### config.mk
export PLATFORM = sky130hd
export DESIGN_NAME = ntr_reply_engine
export DESIGN_NICKNAME = d
export VERILOG_FILES = /design/src/rtl/ntr_reply_engine.sv
export SDC_FILE = /design/constraint.sdc
export NUM_CORES = 1
export LEC_CHECK = 0
export CAP_MARGIN = 5
export CORE_MARGIN = 5
export CORE_UTILIZATION = 40
export CTS_CLUSTER_DIAMETER = 80
export DETAILED_ROUTE_END_ITERATION = 10
export GPL_ROUTABILITY_DRIVEN = 0
export GPL_TIMING_DRIVEN = 0
export PLACE_DENSITY = 0.82
export SYNTH_ARGS = -nofsm -noshare
export SYNTH_HDL_FRONTEND = slang
export SYNTH_SLANG_ARGS = --single-unit
### constraint.sdc
create_clock -name clk -period 3.2 [get_ports clk]
set_input_delay 0.48 -clock clk [delete_from_list [all_inputs] [get_ports clk]]
set_output_delay 0.48 -clock clk [all_outputs]
set_load 0.03 [all_outputs]
### src/rtl/ntr_reply_engine.sv
// NTR cartridge reply engine: after a command is captured, serves one reply byte
// per NTR clock until chip-select releases. Replies are fixed words or FIFO-fed records.
module ntr_reply_engine #(
  parameter int LIMIT = 8192,
  parameter int CNT_W = 14
) (
  input  logic        clk,
  input  logic        rst_n,
  input  logic        ntr_clk,
  input  logic        ntr_cs1,
  input  logic [63:0] command,
  input  logic        cmd_ready,
  input  logic [7:0]  fifo_data,
  input  logic        fifo_empty,
  output logic        fifo_rd_en,
  output logic [7:0]  data_out,
  output logic        drive_en,
  output logic        led,
  output logic        busy
);

  typedef enum logic [1:0] {IDLE, LOAD, SERVE} state_t;

  localparam logic [CNT_W-1:0] LIM = CNT_W'(LIMIT);

  state_t           state, state_nxt;
  logic             ntr_q, ntr_prev, rdy_prev;
  logic [7:0]       op;
  logic [CNT_W-1:0] n;
  logic             e;

  logic             fall, rise, leave;
  logic             upd, pop, e_nxt;
  logic [7:0]       cur_op, byte_nxt;
  logic [CNT_W-1:0] idx;
  logic             unused_cmd;

  assign unused_cmd = ^{command[63:57], command[55:8]};

  // ntr_clk gets a capture stage before edge compare, so bytes land 2 clk after the fall
  assign fall  = ntr_prev & ~ntr_q;
  assign rise  = ~rdy_prev & cmd_ready;
  assign leave = ntr_cs1 | ~cmd_ready;

  always_comb begin
    state_nxt = state;
    case (state)
      IDLE:    if (rise && !ntr_cs1) state_nxt = LOAD;
      LOAD:    state_nxt = SERVE;
      SERVE:   if (leave) state_nxt = IDLE;
      default: state_nxt = IDLE;
    endcase
  end

  // Byte generator: picks the byte index for this cycle's update (if any) and builds it
  always_comb begin
    upd      = 1'b0;
    cur_op   = op;
    idx      = n;
    byte_nxt = 8'h00;
    pop      = 1'b0;
    e_nxt    = e;
    case (state)
      LOAD: begin
        upd    = 1'b1;
        cur_op = command[7:0];
        idx    = '0;
      end
      SERVE: begin
        // exit outranks a coincident falling edge
        if (!leave && fall) begin
          upd = 1'b1;
          idx = (n >= LIM) ? LIM : n + CNT_W'(1);
        end
      end
      default: ;
    endcase

    if (idx >= LIM) begin
      byte_nxt = 8'hFF;
    end else begin
      case (cur_op)
        8'hFF: byte_nxt = (idx[1:0] == 2'd0) ? 8'h01 : 8'h00;
        8'h90: begin
          case (idx[1:0])
            2'd0:    byte_nxt = 8'hE0;
            2'd1:    byte_nxt = 8'h01;
            2'd2:    byte_nxt = 8'h7F;
            default: byte_nxt = 8'h80;
          endcase
        end
        8'h9F: byte_nxt = 8'hFF;
        8'h22: begin
          case (idx[1:0])
            2'd0: begin
              e_nxt = fifo_empty;
              if (!fifo_empty) begin
                byte_nxt = fifo_data;
                pop      = upd;
              end
            end
            2'd3:    byte_nxt = {7'b0, e};
            default: byte_nxt = 8'h00;
          endcase
        end
        default: byte_nxt = 8'h00;
      endcase
    end
  end

  always_ff @(posedge clk) begin
    if (!rst_n) begin
      state    <= IDLE;
      ntr_q    <= 1'b1;
      ntr_prev <= 1'b1;
      rdy_prev <= 1'b1;
      data_out <= 8'hFF;
      led      <= 1'b0;
      n        <= '0;
      op       <= 8'h00;
      e        <= 1'b0;
    end else begin
      state    <= state_nxt;
      ntr_q    <= ntr_clk;
      ntr_prev <= ntr_q;
      rdy_prev <= cmd_ready;
      if (upd) begin
        data_out <= byte_nxt;
        n        <= idx;
        e        <= e_nxt;
      end
      if (state == LOAD) begin
        op <= command[7:0];
        if (command[7:0] == 8'hFF) led <= command[56];
      end
    end
  end

  // rst_n gating keeps a reset mid-record from popping on the reset edge
  assign fifo_rd_en = pop & rst_n;
  assign drive_en   = ((state == LOAD) || (state == SERVE && cmd_ready)) && !ntr_cs1;
  assign busy       = (state != IDLE);

endmodule

==> flow_summary_export.csv, run 1 <==
group,metric,value,unit
worst_hold_path,hp-class,"reg2reg",
setup_path,cp-start-kind,"register",
setup_path,cp-end-kind,"output port",
clock_tree,worstSkewPairLatency,0.29,ns
pwr,p_sw,0.000548,W
finish,final_common_cell,"dfxtp_1",
clock_tree,cts-root-buf,"clkbuf_8",
synthesis,seq_area_frac_synth,35.0,%
grt,grt_max_degree,11,
flow_run,drv_cap,0,
setup_path,cp_slowest_cell,"ha_1",
setup_path,crit_fanout,6,
run_status,outcome,"finished clean",
clock_tree,ctsHtreeMaxLevel,2,
pwr,comb_power_share,40.8,%
worst_hold_path,min-delay-start,"e",
pwr,power,0.00150,W
pwr,pwr-share-clk,22.0,%
sta,slew_viol_final,0,
place,io_buffers,34,
sta,tns,0,ns
pwr,switching_share,36.6,%
sta,setup_slack,0.139,ns
synthesis,yosys_warnings,0,
setup_path,cp.required,2.72,ns
setup_path,path_delay_family,"simple AND/OR/NAND/NOR gates",
place,place_inst,336,
synthesis,ys.flop_type,"dfxtp_1",
worst_hold_path,holdPathStages,2,
sta,slew_headroom,58.9,%
setup_path,critPathKind,"reg2out",
place,dp_hpwl,3.66,mm
setup_path,slowest_delay,0.38,ns
synthesis,synth_cells,232,
synthesis,synthesis.area,0.00212,sq mm
grt,groute.usage.overall,15.4,%
setup_path,worstReg2RegEnd,"data_out[6]",
die,start_util,41.4,%
grt,grt_pass1_wl,8.09,mm
route,viasPerCell,5.28,
worst_hold_path,hold_end,"e",
route,ant_nets,0,
die,io_pins,90,
synthesis,synth_area_leader_cell,"dfxtp_1",
route,dr.pass1.iters,4,
setup_path,worst-r2r-cell-count,12,
sta,tightest_slew,0.599,ns
finish,layout_common_cells,"dfxtp_1, clkdlybuf4s50_1, nor2_1",
pwr,power_leakage,0.956,nW
die,fp.dieH,82.7,um
route,avgRoutedWirePerCell,14.1,um
synthesis,ys_ff_latch,37,
pwr,p_per_area,563,mW/mm^2
finish,final_layout_size_suffix_gt1_share,13.1,%
route,drc,0,
synthesis,synth_nets,320,
place,dp_slack,-0.805,ns
clock_tree,clock_sink_count,37,
clock_tree,cts_buffer_depth,2,
pwr,p_int,0.000950,W
sta,period_minus_slack,3.06,ns
setup_path,path_cells,"inv_1, ha_1, and4_2, mux2_2, inv_2, ha_4, nand2_2, nor3_4, and2_1, buf_4",
synthesis,postSynthAreaPerCell,9.12,sq um
die,die_area,0.00684,sq mm
pwr,ir_drop,0.281,mV
setup_path,r2r_start,"state[0]",
synthesis,synth_edf_count,0,
clock_tree,path_clk_slew,0.07,ns
sta,skew,0.00615,ns
die,coreArea,0.00511,sq mm
clock_tree,ctsHoldBuffers,0,
synthesis,ys_top_cells_by_area,"dfxtp_1, mux2i_1, ha_1",
grt,grt_overflow,0,
sta,fmax,0.327,GHz
finish,stdcell_count,344,
route,drt_iter0_drc,86,
finish,area_growth,25.8,%
clock_tree,numCtsBuffers,5,
setup_path,critical_path_buf_inv_count,3,
clock_tree,cts_tree,"done",
die,die_width,82.7,um
finish,final_area,0.00266,sq mm
finish,antenna_cells,0,
sta,setup_viol,0,
sta,rsz0062_at_grt,"false",
synthesis,async_reset_ff_share,0,%
synthesis,synth.distinct_cells,58,
sta,hold_violations,0,
setup_path,arrival,2.58,ns
die,rows,26,
finish,finalNetCount,362,
pwr,seq_power_share,37.2,%
synthesis,synth_top_area_share,35.0,%
grt,antenna_found_initial,0,
place,post_dp_cell_area,0.00254,sq mm
setup_path,r2r_slack,0.63,ns
route,routed_wl,4.85,mm
route,num_vias,1816,
sta,fin_crit_sh,95.7,%
grt,grt_pass1_vias,1745,
-- cells by family (layout without fill, tap and decap cells) --
family	after synthesis	in the layout	synth area share, %
xor gates and xnor gates	8	8	3.31
AOI/OAI and AO/OA	43	43	17.0
adders and majority gates	10	10	5.91
muxes	16	16	7.69
buffers and inverters	23	65	4.91
DFF	37	37	35.0
and+or+nand+nor	95	95	26.2
-- layout make-up --
cell class | count | area (sq um)
Fill cell | 485 | 2440
Multi-Input combinational cell | 172 | 1300
Sequential cell | 37 | 741
Timing Repair Buffer | 35 | 347
Tap cell | 70 | 87.6
Clock buffer | 7 | 86.3
Inverter | 16 | 60.1
Buffer | 7 | 43.8
-- worst reg2reg max path: stages (launching register included) --
cell and delay (ns):
dfxtp_1 0.33, inv_1 0.10, ha_1 0.15, buf_4 0.16, inv_1 0.07, o21ai_0 0.24, a22o_1 0.27, inv_1 0.11
ha_4 0.20, o221ai_1 0.18, a21boi_0 0.13, a2111oi_0 0.41, o21ai_1 0.10
-- cells in the mapped netlist (2+ instances only) --
cell       count
nand3b_1       2
o221ai_1       2
clkbuf_1       2
nor4b_1        2
and4_1         2
nor4_4         2
ha_1          10
nand2b_1       4
dfxtp_1       37
nor3_1         8
xnor2_1        8
nand3_1       10
o2111ai_1      3
a2bb2oi_1      6
mux2i_1       14
a211oi_1       2
buf_2          2
o21ai_0        3
a21oi_1        3
nor2_1        29
mux2_2         2
o21ai_1        2
o22ai_1        2
inv_1         16
a21boi_0       2
nor4_1         3
nand2_1       17
nor4b_2        2
a21o_1         2
o21ai_2        2
nand4_1        3
buf_4          2
-- layer usage --
metal / global-route usage (%) / wire (um) / vias up
li1: - / - / 924
met1: 19.2 / 2150 / 846
met2: 25.6 / 2390 / 41
met3: 4.01 / 249 / 5
met4: 5.39 / 60 / 0
met5: 0 / 0 / -
-- worst max-delay path by stage --
| stage | cells after the start | endpoint | startpoint | slack [ns] |
|---|---|---|---|---|
| after floorplan | 9 | fifo_rd_en | state[0] | 0.49 |
| after global placement | 10 | fifo_rd_en | cmd_ready | -0.79 |
| after detailed placement | 10 | fifo_rd_en | cmd_ready | -0.80 |
| after CTS | 10 | fifo_rd_en | ntr_cs1 | 0.002 |
| after global routing | 10 | fifo_rd_en | state[1] | 0.01 |
| final | 10 | fifo_rd_en | state[0] | 0.14 |
-- timing repair --
item / CTS / global route
setup buffers: 1 / 0
endpoints found under the setup margin: 1 / 1
pin swaps: 2 / 1
resized for setup: 11 / 3
-- sequential cells by signal (all words and copies together), names as in the netlist --
register,flops
n,14
state,2
op,8
rdy_prev,1
ntr_prev,1
led,1
data_out,8
e,1
ntr_q,1
-- stage by stage --
| step | util (%) | hold slack [ns] |
|---|---|---|
| after floorplan | - | 0.434 |
| after global placement | 49.8 | 0.447 |
| after detailed placement | 49.8 | 0.457 |
| after CTS | 51.9 | 0.464 |
| after global routing | 52.1 | 0.493 |
| final | 52.1 | 0.461 |
-- power groups by stage --
stage / clock, W / combinational [W] / sequential, W
3_5_place_dp: 0 / 0.000597 / 0.000567
5_1_grt: 0.000358 / 0.000668 / 0.000564
3_3_place_gp: 0 / 0.000584 / 0.000563
2_1_floorplan: 0 / 0.000400 / 0.000591
4_1_cts: 0.000344 / 0.000609 / 0.000557
6_report: 0.000330 / 0.000611 / 0.000557
No activity file was read; power rests on OpenSTA's default activity.
==> run 2: changes to the inputs <==
- MAX_ROUTING_LAYER: default -> met4
- clock period: 3.2 -> 3.4 ns (I/O delays scaled with it)
==> flow_summary_export.csv, run 2 (synthesized netlist as in run 1, its figures left out) <==
group,metric,value,unit
pwr,p_sw,0.000512,W
sta,fin_crit_sh,95.9,%
die,start_util,41.4,%
route,route.met2.wl,2.40,mm
sta,rsz0062_at_grt,"false",
finish,seqCellArea,741,sq um
pwr,switching_share,36.4,%
grt,grt_pass1_wl,8.09,mm
finish,final_common_cell,"dfxtp_1",
die,io_pins,90,
route,highest_layer,"met4",
finish,top_regs,"n x14, data_out x8, op x8",
clock_tree,clock_sink_count,37,
route,drt_iter0_drc,105,
setup_path,cp-end-kind,"output port",
route,viasPerCell,5.28,
die,die_area,0.00684,sq mm
die,fp.dieH,82.7,um
setup_path,startpoint,"ntr_cs1",
route,dr.pass1.iters,4,
finish,largest_reg_flops,14,
sta,tightest_slew,0.510,ns
pwr,comb_power_share,40.6,%
sta,skew,0.00678,ns
finish,antenna_cells,0,
pwr,ir_drop,0.262,mV
finish,finalNetCount,362,
clock_tree,cts-root-buf,"clkbuf_8",
sta,hold_violations,0,
place,place_inst,336,
worst_hold_path,min-delay-start,"e",
pwr,power_leakage,0.939,nW
pwr,p_int,0.000894,W
setup_path,cp-start-kind,"input port",
grt,antenna_found_initial,0,
sta,setup_viol,0,
clock_tree,ctsHoldBuffers,0,
sta,hold_slack,0.461,ns
clock_tree,path_clk_slew,0.07,ns
finish,final_area,0.00265,sq mm
route,avgRoutedWirePerCell,14.1,um
worst_hold_path,hp-class,"reg2reg",
sta,slew_headroom,65.0,%
clock_tree,worstSkewPairLatency,0.29,ns
setup_path,r2r_start,"state[0]",
run_status,outcome,"finished clean",
pwr,p_per_area,530,mW/mm^2
pwr,pwr-share-clk,22.1,%
route,met3WireLength,206,um
route,drt-met1-wl,2.20,mm
route,num_vias,1817,
sta,period_minus_slack,3.26,ns
sta,slew_viol_final,0,
flow_run,drv_cap,0,
grt,groute.usage.overall,15.8,%
place,io_buffers,34,
setup_path,crit_fanout,6,
setup_path,arrival,2.75,ns
finish,stdcell_count,344,
clock_tree,ctsHtreeMaxLevel,2,
worst_hold_path,holdPathStages,2,
setup_path,worst-r2r-cell-count,12,
clock_tree,numCtsBuffers,5,
finish,multi_input_area,0.00129,sq mm
place,post_dp_cell_area,0.00254,sq mm
finish,nFillCells,488,
setup_path,r2r_slack,0.83,ns
pwr,power,0.00141,W
grt,grt_max_degree,11,
setup_path,critPathKind,"in2out",
die,rows,26,
grt,grt_overflow,0,
place,dp_hpwl,3.66,mm
pwr,seq_power_share,37.3,%
route,drc,0,
finish,final_layout_size_suffix_gt1_share,12.8,%
clock_tree,cts_tree,"done",
route,routed_wl,4.86,mm
grt,grt_pass1_vias,1751,
finish,layout_common_cells,"dfxtp_1, clkdlybuf4s50_1, nor2_1",
finish,regMostFlops,"n",
setup_path,cp.required,2.89,ns
die,die_width,82.7,um
die,coreArea,0.00511,sq mm
route,ant_nets,0,
clock_tree,cts_buffer_depth,2,
finish,area_growth,25.3,%
sta,fmax,0.307,GHz
-- run 2: stage by stage --
stage | util, % | setup TNS [ns] | setup WS [ns]
finish | 51.9 | 0 | 0.141
global route | 51.9 | 0 | 0.0216
CTS | 51.9 | 0 | 0.0227
detailed placement | 49.8 | -0.665 | -0.665
global placement | 49.8 | -0.650 | -0.650
floorplan | - | 0 | 0.653
-- run 2: timing repair --
item | CTS | global route
pin swaps | 1 | 1
hold endpoints to repair | 0 | 0
setup endpoints to repair | 1 | 1
buffers inserted | 1 | 0
resized for setup | 10 | 1
-- run 2: cell type report --
type	instances	share of cell area, %
Buffer	7	1.65
Clock buffer	7	3.26
Inverter	16	2.27
Multi-Input combinational cell	172	48.6
Sequential cell	37	27.9
Tap cell	70	3.30
Timing Repair Buffer	35	13.0
-- run 2: power by group through the flow --
stage | Combinational, W | Sequential [W] | Clock (W)
global placement | 0.000550 | 0.000530 | 0
finish | 0.000571 | 0.000524 | 0.000310
detailed placement | 0.000562 | 0.000534 | 0
global route | 0.000625 | 0.000530 | 0.000337
CTS | 0.000573 | 0.000524 | 0.000323
floorplan | 0.000376 | 0.000556 | 0
-- run 2: metal layers --
metal  vias up  track usage, %
met5         -               -
met4         0            5.39
met3         5            3.80
met2        32            25.6
met1       855            19.3
li1        925               -
-- run 2: worst paths after layout --
check	endpoint
hold reg to reg	e
setup reg to reg	data_out[6]
hold / removal	e
setup / recovery	fifo_rd_en
-- run 2: critical path, stage by stage --
cell and delay [ns]:
clkdlybuf4s50_1 0.52, and4bb_2 0.27, and4_2 0.25, mux2_2 0.30
inv_2 0.10, ha_4 0.16, nand2_1 0.13, nor3_2 0.18
and2_1 0.17, buf_4 0.16
